==> src/rtl/voice_alloc.sv <==
`default_nettype none
// ============================================================================
// Module      : voice_alloc
// Description : Polyphonic voice allocator. Maps note-on/note-off events onto
//               NUM_VOICES oscillator voices using retrigger > free > steal
//               oldest, with a one-voice-per-cycle scan.
// Revision    : 1.0 - initial release
// ============================================================================
module voice_alloc #(
  parameter int NUM_VOICES = 4,
  parameter int AGE_BW     = 4
) (
  input  logic                    clk_i,
  input  logic                    rst_i,
  input  logic                    evtValid_i,
  output logic                    evtReady_o,
  input  logic                    evtNoteOn_i,
  input  logic [7:0]              evtNote_i,
  input  logic                    allOff_i,
  output logic [NUM_VOICES-1:0]   voiceEnable_o,
  output logic [8*NUM_VOICES-1:0] voiceNote_o,
  output logic [NUM_VOICES-1:0]   voicePhaseRst_o,
  output logic                    stealPulse_o
);

  localparam int                IDX_BW   = (NUM_VOICES > 1) ? $clog2(NUM_VOICES) : 1;
  localparam logic [IDX_BW-1:0] LAST_IDX = IDX_BW'(NUM_VOICES - 1);
  localparam logic [AGE_BW-1:0] AGE_MAX  = '1;

  typedef enum logic [1:0] {
    IDLE  = 2'd0,
    SCAN  = 2'd1,
    APPLY = 2'd2
  } state_t;

  state_t            state;
  state_t            state_nxt;

  logic [7:0]        lat_note;
  logic              lat_on;
  logic              lat_drop;
  logic [IDX_BW-1:0] scan_idx;

  logic              match_found;
  logic [IDX_BW-1:0] match_idx;
  logic              free_found;
  logic [IDX_BW-1:0] free_idx;
  logic              old_found;
  logic [IDX_BW-1:0] old_idx;
  logic [AGE_BW-1:0] old_age;

  logic [7:0]        note_r [NUM_VOICES];
  logic [AGE_BW-1:0] age    [NUM_VOICES];

  logic              accept;
  logic              cur_en;
  logic [7:0]        cur_note;
  logic [AGE_BW-1:0] cur_age;
  logic [IDX_BW-1:0] tgt_idx;
  logic              do_steal;

  // Panic holds off new events even while the FSM sits in IDLE.
  assign evtReady_o = (state == IDLE) && !allOff_i;
  assign accept     = evtValid_i && evtReady_o;

  assign cur_en   = voiceEnable_o[scan_idx];
  assign cur_note = note_r[scan_idx];
  assign cur_age  = age[scan_idx];

  generate
    for (genvar k = 0; k < NUM_VOICES; k++) begin : g_note_out
      assign voiceNote_o[8*k +: 8] = note_r[k];
    end
  endgenerate

  // State register.
  always_ff @(posedge clk_i or posedge rst_i) begin
    if (rst_i) state <= IDLE;
    else       state <= state_nxt;
  end

  // Next state: out-of-range notes skip the scan; panic always returns to IDLE.
  always_comb begin
    state_nxt = state;
    case (state)
      IDLE:    if (accept) state_nxt = evtNote_i[7] ? APPLY : SCAN;
      SCAN:    if (scan_idx == LAST_IDX) state_nxt = APPLY;
      APPLY:   state_nxt = IDLE;
      default: state_nxt = IDLE;
    endcase
    if (allOff_i) state_nxt = IDLE;
  end

  // Note-on target: retrigger a matching voice, else lowest free, else steal oldest.
  always_comb begin
    tgt_idx  = old_idx;
    do_steal = 1'b0;
    if (match_found)     tgt_idx = match_idx;
    else if (free_found) tgt_idx = free_idx;
    else                 do_steal = old_found;
  end

  // Event latch, scan trackers and per-voice state updates.
  always_ff @(posedge clk_i or posedge rst_i) begin
    if (rst_i) begin
      lat_note        <= '0;
      lat_on          <= 1'b0;
      lat_drop        <= 1'b0;
      scan_idx        <= '0;
      match_found     <= 1'b0;
      match_idx       <= '0;
      free_found      <= 1'b0;
      free_idx        <= '0;
      old_found       <= 1'b0;
      old_idx         <= '0;
      old_age         <= '0;
      voiceEnable_o   <= '0;
      voicePhaseRst_o <= '0;
      stealPulse_o    <= 1'b0;
      for (int k = 0; k < NUM_VOICES; k++) begin
        note_r[k] <= '0;
        age[k]    <= '0;
      end
    end else begin
      voicePhaseRst_o <= '0;
      stealPulse_o    <= 1'b0;
      if (allOff_i) begin
        voiceEnable_o <= '0;
        for (int k = 0; k < NUM_VOICES; k++) age[k] <= '0;
      end else begin
        case (state)
          IDLE: begin
            if (accept) begin
              lat_note    <= evtNote_i;
              lat_on      <= evtNoteOn_i;
              lat_drop    <= evtNote_i[7];
              scan_idx    <= '0;
              match_found <= 1'b0;
              free_found  <= 1'b0;
              old_found   <= 1'b0;
            end
          end
          SCAN: begin
            if (!match_found && cur_en && (cur_note == lat_note)) begin
              match_found <= 1'b1;
              match_idx   <= scan_idx;
            end
            if (!free_found && !cur_en) begin
              free_found <= 1'b1;
              free_idx   <= scan_idx;
            end
            // Strict compare keeps the lowest index on an age tie.
            if (cur_en && (!old_found || (cur_age > old_age))) begin
              old_found <= 1'b1;
              old_idx   <= scan_idx;
              old_age   <= cur_age;
            end
            scan_idx <= scan_idx + 1'b1;
          end
          APPLY: begin
            if (!lat_drop) begin
              if (lat_on) begin
                for (int k = 0; k < NUM_VOICES; k++) begin
                  if (voiceEnable_o[k] && (IDX_BW'(k) != tgt_idx) && (age[k] != AGE_MAX))
                    age[k] <= age[k] + 1'b1;
                end
                voiceEnable_o[tgt_idx]   <= 1'b1;
                note_r[tgt_idx]          <= lat_note;
                age[tgt_idx]             <= '0;
                voicePhaseRst_o[tgt_idx] <= 1'b1;
                stealPulse_o             <= do_steal;
              end else if (match_found) begin
                voiceEnable_o[match_idx] <= 1'b0;
                age[match_idx]           <= '0;
              end
            end
          end
          default: ;
        endcase
      end
    end
  end

endmodule
`default_nettype wire

==> config.mk <==
export PLATFORM = sky130hd
export DESIGN_NAME = voice_alloc
export DESIGN_NICKNAME = d
export VERILOG_FILES = /design/src/rtl/voice_alloc.sv
export SDC_FILE = /design/constraint.sdc
export NUM_CORES = 1
export LEC_CHECK = 0
export CAP_MARGIN = 10
export CORE_MARGIN = 10
export CORE_UTILIZATION = 55
export CTS_CLUSTER_SIZE = 25
export DETAILED_ROUTE_END_ITERATION = 10
export GPL_TIMING_DRIVEN = 0
export PLACE_DENSITY = 0.78
export SLEW_MARGIN = 10
export SYNTH_ARGS = -nofsm -noshare
export SYNTH_HDL_FRONTEND = slang
export SYNTH_SLANG_ARGS = --single-unit
export TNS_END_PERCENT = 20
==> constraint.sdc <==
create_clock -name clk_i -period 3.6 [get_ports clk_i]
set_clock_uncertainty 0.1 [all_clocks]
set_input_delay 0.9 -clock clk_i [delete_from_list [all_inputs] [get_ports clk_i]]
set_output_delay 0.9 -clock clk_i [all_outputs]
set_load 0.005 [all_outputs]
==> run_results.csv, run 1 <==
group,metric,value,unit
run_status,status,"completed",
timing,fin_tns_setup,0,ns
clock_network,cts.clk_slew.worst_paths,0.09,ns
critical_path,slowest_delay,0.53,ns
critical_path,startpoint,"scan_idx[1]",
die,die_w,108.3,um
clock_network,cts_hold_buf,0,
clock_network,cts_buffer_depth,2,
detailed_routing,drt_wl_total,11020,um
clock_network,clock_sinks,83,
timing,fmax,0.3056,GHz
timing,final_hold_viol_count,0,
clock_network,post_cts_resized,0,
yosys,synth_xor_area_frac,0.01634,
die,die_h,108.3,um
clock_network,cts-root-buf,"clkbuf_8",
clock_network,cts_setup_buffers,0,
clock_network,clkLatencyLatePin,0.37,ns
critical_path,critPathKind,"reg -> reg",
timing,max-slew-margin-rel,0.3826,
yosys,synth-seq-cells,83,
timing,final-max-slew-violation-count,0,
timing,period_needed,3.272,ns
detailed_routing,drc,0,
final_layout,fin_util,0.6746,
yosys,ys.flop_type,"dfrtp_1",
flow_run,cap_viol_max_count,0,
timing,setup_viol,0,
placed_design,place_area,4976,sq um
critical_path,crit_chain,"buf_2 -> buf_2 -> mux4_2 -> ha_1 -> nor2b_1 -> o21a_1 -> o21a_1 -> o21ai_0 -> a21oi_1 -> mux2_2",
final_layout,finalNonFillerCells,546,
critical_path,worst_setup_path_start_kind,"flip-flop",
yosys,async_flop_share,1.000,
final_layout,post-route-cell-area,5159,sq um
final_layout,finalNetCount,461,
placed_design,place_congestion,0.9126,
die,ios,55,
global_route,grt_use_total,0.1933,
global_route,grt_max_degree,45,
critical_path,endpoint_kind,"flip-flop",
yosys,synth_compound_area_frac,0.1243,
clock_network,numCtsBuffers,9,
detailed_routing,drtIter0Drc,278,
global_route,first_global_vias,3300,
yosys,synth_edf_count,0,
critical_path,reg2regPathDepth,10,
global_route,global_route.overflow_total,0,
final_layout,diodes,0,
placed_design,dp_hpwl,7837,um
yosys,yosysSeqAreaShare,0.4844,
detailed_routing,wire_per_inst,20.18,um
final_layout,layout_common_cells,"dfrtp_1, clkdlybuf4s50_1, mux2_2",
yosys,synth.top_cell.area_share,0.4844,
power_and_ir_drop,ir_drop,350.1,uV
critical_path,rr_endpoint,"old_idx[1]",
worst_hold_path,min_path_type,"reg -> reg",
yosys,postSynthAreaPerCell,11.46,sq um
critical_path,critical_path_required,3.75,ns
die,core,7647,sq um
yosys,yosys.area_share.simple,0.1263,
final_layout,drive_gt1_frac,0.2027,
critical_path,worstSetupEndpoint,"old_idx[1]",
yosys,muxShareOfSynthArea,0.1911,
yosys,synthTopCellsByArea,"dfrtp_1, mux2_2, mux4_2",
yosys,syn-instance-count,374,
yosys,synth.net_count,396,
global_route,antenna_found_initial,0,
power_and_ir_drop,power_leakage,2.209,nW
yosys,synthDistinctLibCells,49,
yosys,syn_area,4288,sq um
power_and_ir_drop,p_per_area,412.2,nW/um^2
final_layout,final_common_cell,"dfrtp_1",
critical_path,crit_slowest_cell,"a21oi_1",
critical_path,worstPathArrival,3.42,ns
die,dieArea,11730,sq um
yosys,synth_warnings,0,
placed_design,dp.cells,530,
detailed_routing,via_per_inst,6.007,
detailed_routing,firstDrtPassIters,5,
final_layout,syn2layout_area_growth,20.31,%
timing,rsz0062_at_grt,"false",
clock_network,cts_tree,"built",
critical_path,cp_max_fo,10,
timing,min_period_over_period,0.9090,
detailed_routing,postRouteAntennaNets,0,
die,rows,32,
yosys,synth_top_area_cell,"dfrtp_1",
detailed_routing,vias,3280,
die,start_util,0.5607,
clock_network,h-tree-depth,3,
critical_path,r2r_setup_slack,0.33,ns
global_route,grt_pass1_wl,17720,um
placed_design,io_buffers,53,
yosys,synthAdderAreaFrac,0.02626,
critical_path,r2r_start,"scan_idx[1]",
yosys,synth_top_family_by_area,"multiplexers",
timing,worst_slew_pin_slew,0.9164,ns
## critical path: cells and delay by family, from the launching register on
| kind | cells | cell delay, ns |
|---|---|---|
| AOI/OAI and AO/OA | 4 | 0.82 |
| muxes | 2 | 0.80 |
| buffers and inverters | 2 | 0.63 |
| DFF | 1 | 0.38 |
| adders and majority gates | 1 | 0.31 |
| and+or+nand+nor | 1 | 0.12 |
## cell type report
type,count,area (sq um)
Fill cell,572,2489
Sequential cell,83,2077
Multi-Input combinational cell,261,2077
Timing Repair Buffer,54,558.0
Tap cell,102,127.6
Clock buffer,9,123.9
Buffer,20,96.34
Clock inverter,7,58.81
Inverter,10,40.04
## kinds of logic after synthesis
group           after synthesis
mux                          60
buf+inv                      30
flops                        83
simple gates                100
compound gates               84
xor+xnor                      8
fa+ha+maj                     9
## registers in the layout (all words and copies together) (netlist names)
name,flops
voicePhaseRst_o,4
voiceEnable_o,4
age,16
old_idx,2
scan_idx,2
voiceNote_o,32
old_found,1
stealPulse_o,1
lat_on,1
lat_note,8
free_idx,2
match_idx,2
match_found,1
old_age,4
free_found,1
state,2
## power by group
part / internal [mW] / total [mW] / switching (mW)
sequential: 0.996 / 1.06 / 0.0643
clock: 0.263 / 0.644 / 0.381
combinational: 0.215 / 0.423 / 0.208
total: 1.47 / 2.13 / 0.653
## through the flow
stage / hold slack, ns / setup slack [ns] / power (mW)
floorplan: 0.3800 / 0.4632 / 1.331
finish: 0.4141 / 0.3278 / 2.127
global route: 0.4270 / 0.1312 / 2.225
CTS: 0.4156 / 0.3369 / 2.134
detailed placement: 0.3960 / 0.3727 / 1.501
global placement: 0.3924 / -0.8768 / 1.485
## synthesized netlist by cell type, types with 3 or more instances
cell type	n
a21o_1	4
nand4_1	6
nor3_1	5
nor3_4	3
a311oi_1	3
nand3_1	13
nor2b_1	6
mux2_2	43
nor3b_1	5
a211oi_1	3
buf_2	4
dfrtp_1	83
o21ai_0	23
ha_1	9
o21a_1	6
nand2_1	27
xnor2_1	7
clkbuf_1	12
o22a_1	3
inv_1	10
a41oi_1	3
a21oi_1	23
mux4_2	13
nor2_1	22
## how the worst min path moves through the flow
stage / from / to / slack (ns) / cells past startpoint
finish: old_age[1] / old_age[1] / 0.41 / 1
global route: old_age[1] / old_age[1] / 0.43 / 1
CTS: old_age[3] / old_age[3] / 0.42 / 1
detailed placement: old_age[3] / old_age[3] / 0.40 / 1
global placement: old_age[3] / old_age[3] / 0.39 / 1
floorplan: old_idx[0] / old_idx[0] / 0.38 / 1
## routing by layer
metal  global-route usage  vias up  routed length [um]
li1                     -     1516                   -
met1               0.2512     1635                4665
met2               0.3026      116                5312
met3              0.06187       13                 896
met4              0.05932        0                 145
met5                    0        -                   0
Note: power is estimated with default switching activity, not from simulation.
==> run 2, diff against run 1 <==
--- a/constraint.sdc
+++ b/constraint.sdc
@@ -4,2 +4,2 @@
 set_output_delay 0.9 -clock clk_i [all_outputs]
-set_load 0.005 [all_outputs]
+set_load 0.01 [all_outputs]
==> results of run 2 <==
The final DEF is identical to that of run 1. Status: completed.
Main changes from that run: setup slack after placement 0.3727 ns -> 0.3664 ns; total power 2.127 mW -> 2.139 mW
==> run 3, diff against run 2 <==
Settings changed: GPL_ROUTABILITY_DRIVEN set to 0, SLEW_MARGIN 10 to 0.
==> run 3 against run 2 <==
Against the previous run: highest routed layer unchanged; clock-buffer cell count increased by 2; routed wire length fell by 3.3%; sequential power is essentially flat; first-iteration DRC count fell by 23%.
==> run_results.csv, run 3 (synthesized netlist as in run 1, its figures left out) <==
group,metric,value,unit
die,ios,55,
flow_run,cap_viol_max_count,0,
detailed_routing,firstDrtPassIters,5,
die,die_h,108.3,um
die,start_util,0.5607,
clock_network,numCtsBuffers,9,
final_layout,largest_reg_flops,32,
critical_path,worstPathArrival,2.28,ns
power_and_ir_drop,ir_drop,333.6,uV
global_route,grt_use_total,0.1876,
worst_hold_path,hold_depth,1,
clock_network,clock_sinks,83,
global_route,grt_max_degree,45,
die,rows,32,
timing,fmax,0.3053,GHz
detailed_routing,drc,0,
critical_path,cpLargestDelayFamily,"buffers and inverters",
clock_network,cts-root-buf,"clkbuf_8",
power_and_ir_drop,power_leakage,2.226,nW
die,die_w,108.3,um
final_layout,finalNonFillerCells,546,
final_layout,diodes,0,
clock_network,h-tree-depth,3,
power_and_ir_drop,total_power,2.250,mW
timing,period_needed,3.275,ns
critical_path,cp_max_fo,10,
final_layout,syn2layout_area_growth,21.33,%
clock_network,cts_buffer_depth,2,
detailed_routing,drt_wl_total,10660,um
placed_design,io_buffers,53,
timing,worst_slew_pin_slew,0.7942,ns
power_and_ir_drop,p_per_area,432.4,nW/um^2
global_route,first_global_vias,3374,
critical_path,worstPathBufferInverterCount,2,
clock_network,cts_tree,"built",
timing,final-max-slew-violation-count,0,
clock_network,cts.clk_slew.worst_paths,0.08,ns
timing,holdWs,0.4089,ns
critical_path,critPathKind,"in -> out",
clock_network,clkLatencyLatePin,0.35,ns
critical_path,endpoint_kind,"primary output",
final_layout,drive_gt1_frac,0.2005,
global_route,global_route.overflow_total,0,
final_layout,final_common_cell,"dfrtp_1",
run_status,status,"completed",
global_route,grt_pass1_wl,17670,um
timing,min_period_over_period,0.9098,
detailed_routing,wire_per_inst,19.52,um
critical_path,critical_path_required,2.60,ns
clock_network,post_cts_resized,0,
critical_path,worst_setup_path_start_kind,"primary input",
detailed_routing,postRouteAntennaNets,0,
final_layout,finalNetCount,461,
placed_design,place_area,4976,sq um
clock_network,cts_setup_buffers,0,
final_layout,post-route-cell-area,5202,sq um
worst_hold_path,min_path_type,"reg -> reg",
timing,setup_viol,0,
timing,rsz0062_at_grt,"false",
critical_path,reg2regPathDepth,10,
global_route,antenna_found_initial,0,
critical_path,crit_chain,"clkbuf_1 -> or2_2 -> nor2_1 -> clkdlybuf4s50_1",
detailed_routing,vias,3345,
placed_design,dp_hpwl,7589,um
timing,final_hold_viol_count,0,
final_layout,layout_common_cells,"dfrtp_1, clkdlybuf4s50_1, mux2_2",
critical_path,crit_slowest_cell,"clkdlybuf4s50_1",
critical_path,cp.depth,4,
die,core,7647,sq um
timing,max-slew-margin-rel,0.4649,
placed_design,dp.cells,530,
detailed_routing,drtIter0Drc,214,
die,dieArea,11730,sq um
critical_path,slowest_delay,0.58,ns
detailed_routing,via_per_inst,6.126,
clock_network,cts_hold_buf,0,
-- run 3: report_power, final --
group / internal [mW] / leakage [nW] / switching, mW / total [mW]
clock: 0.414 / 0.110 / 0.340 / 0.754
combinational: 0.215 / 0.991 / 0.222 / 0.437
sequential: 0.996 / 1.13 / 0.0632 / 1.06
total: 1.62 / 2.23 / 0.625 / 2.25
-- run 3: worst reg2reg max path: stages, from the launching register on --
cell and delay [ns]:
dfrtp_1 0.40, buf_6 0.20, buf_4 0.23, mux4_2 0.57, ha_1 0.32, nor2b_1 0.13, o21a_1 0.12, o21a_1 0.10
o21ai_0 0.08, a21oi_1 0.49, mux2_2 0.40
-- run 3: stage by stage --
| stage | TNS, ns | setup WS (ns) | utilization |
|---|---|---|---|
| after floorplan | 0 | 0.4632 | - |
| after global placement | -70.01 | -0.8480 | 0.6468 |
| after detailed placement | 0 | 0.3320 | 0.6507 |
| after CTS | 0 | 0.3143 | 0.6803 |
| after global routing | 0 | 0.1295 | 0.6803 |
| final | 0 | 0.3249 | 0.6803 |
-- run 3: final cells by class --
cell class,count,area [sq um]
Timing Repair Buffer,54,558.0
Clock inverter,5,85.08
Multi-Input combinational cell,261,2077
Buffer,20,96.34
Inverter,10,40.04
Clock buffer,11,141.4
Sequential cell,83,2077
Tap cell,102,127.6
Fill cell,576,2445
-- run 3: layer usage --
layer | GRT usage | part of all wire
met1 | 0.2543 | 0.43
met2 | 0.2862 | 0.48
met3 | 0.05354 | 0.079
met4 | 0.05744 | 0.015
met5 | 0 | 0
-- run 3: final timing paths --
check | slack [ns] | start | end
min reg2reg | 0.41 | old_age[1] | old_age[1]
max in group asynchronous | 1.98 | rst_i | age[6]
max reg2reg | 0.35 | scan_idx[0] | old_idx[1]
min | 0.41 | old_age[1] | old_age[1]
min in group asynchronous | 0.83 | rst_i | age[0]
max | 0.32 | allOff_i | evtReady_o
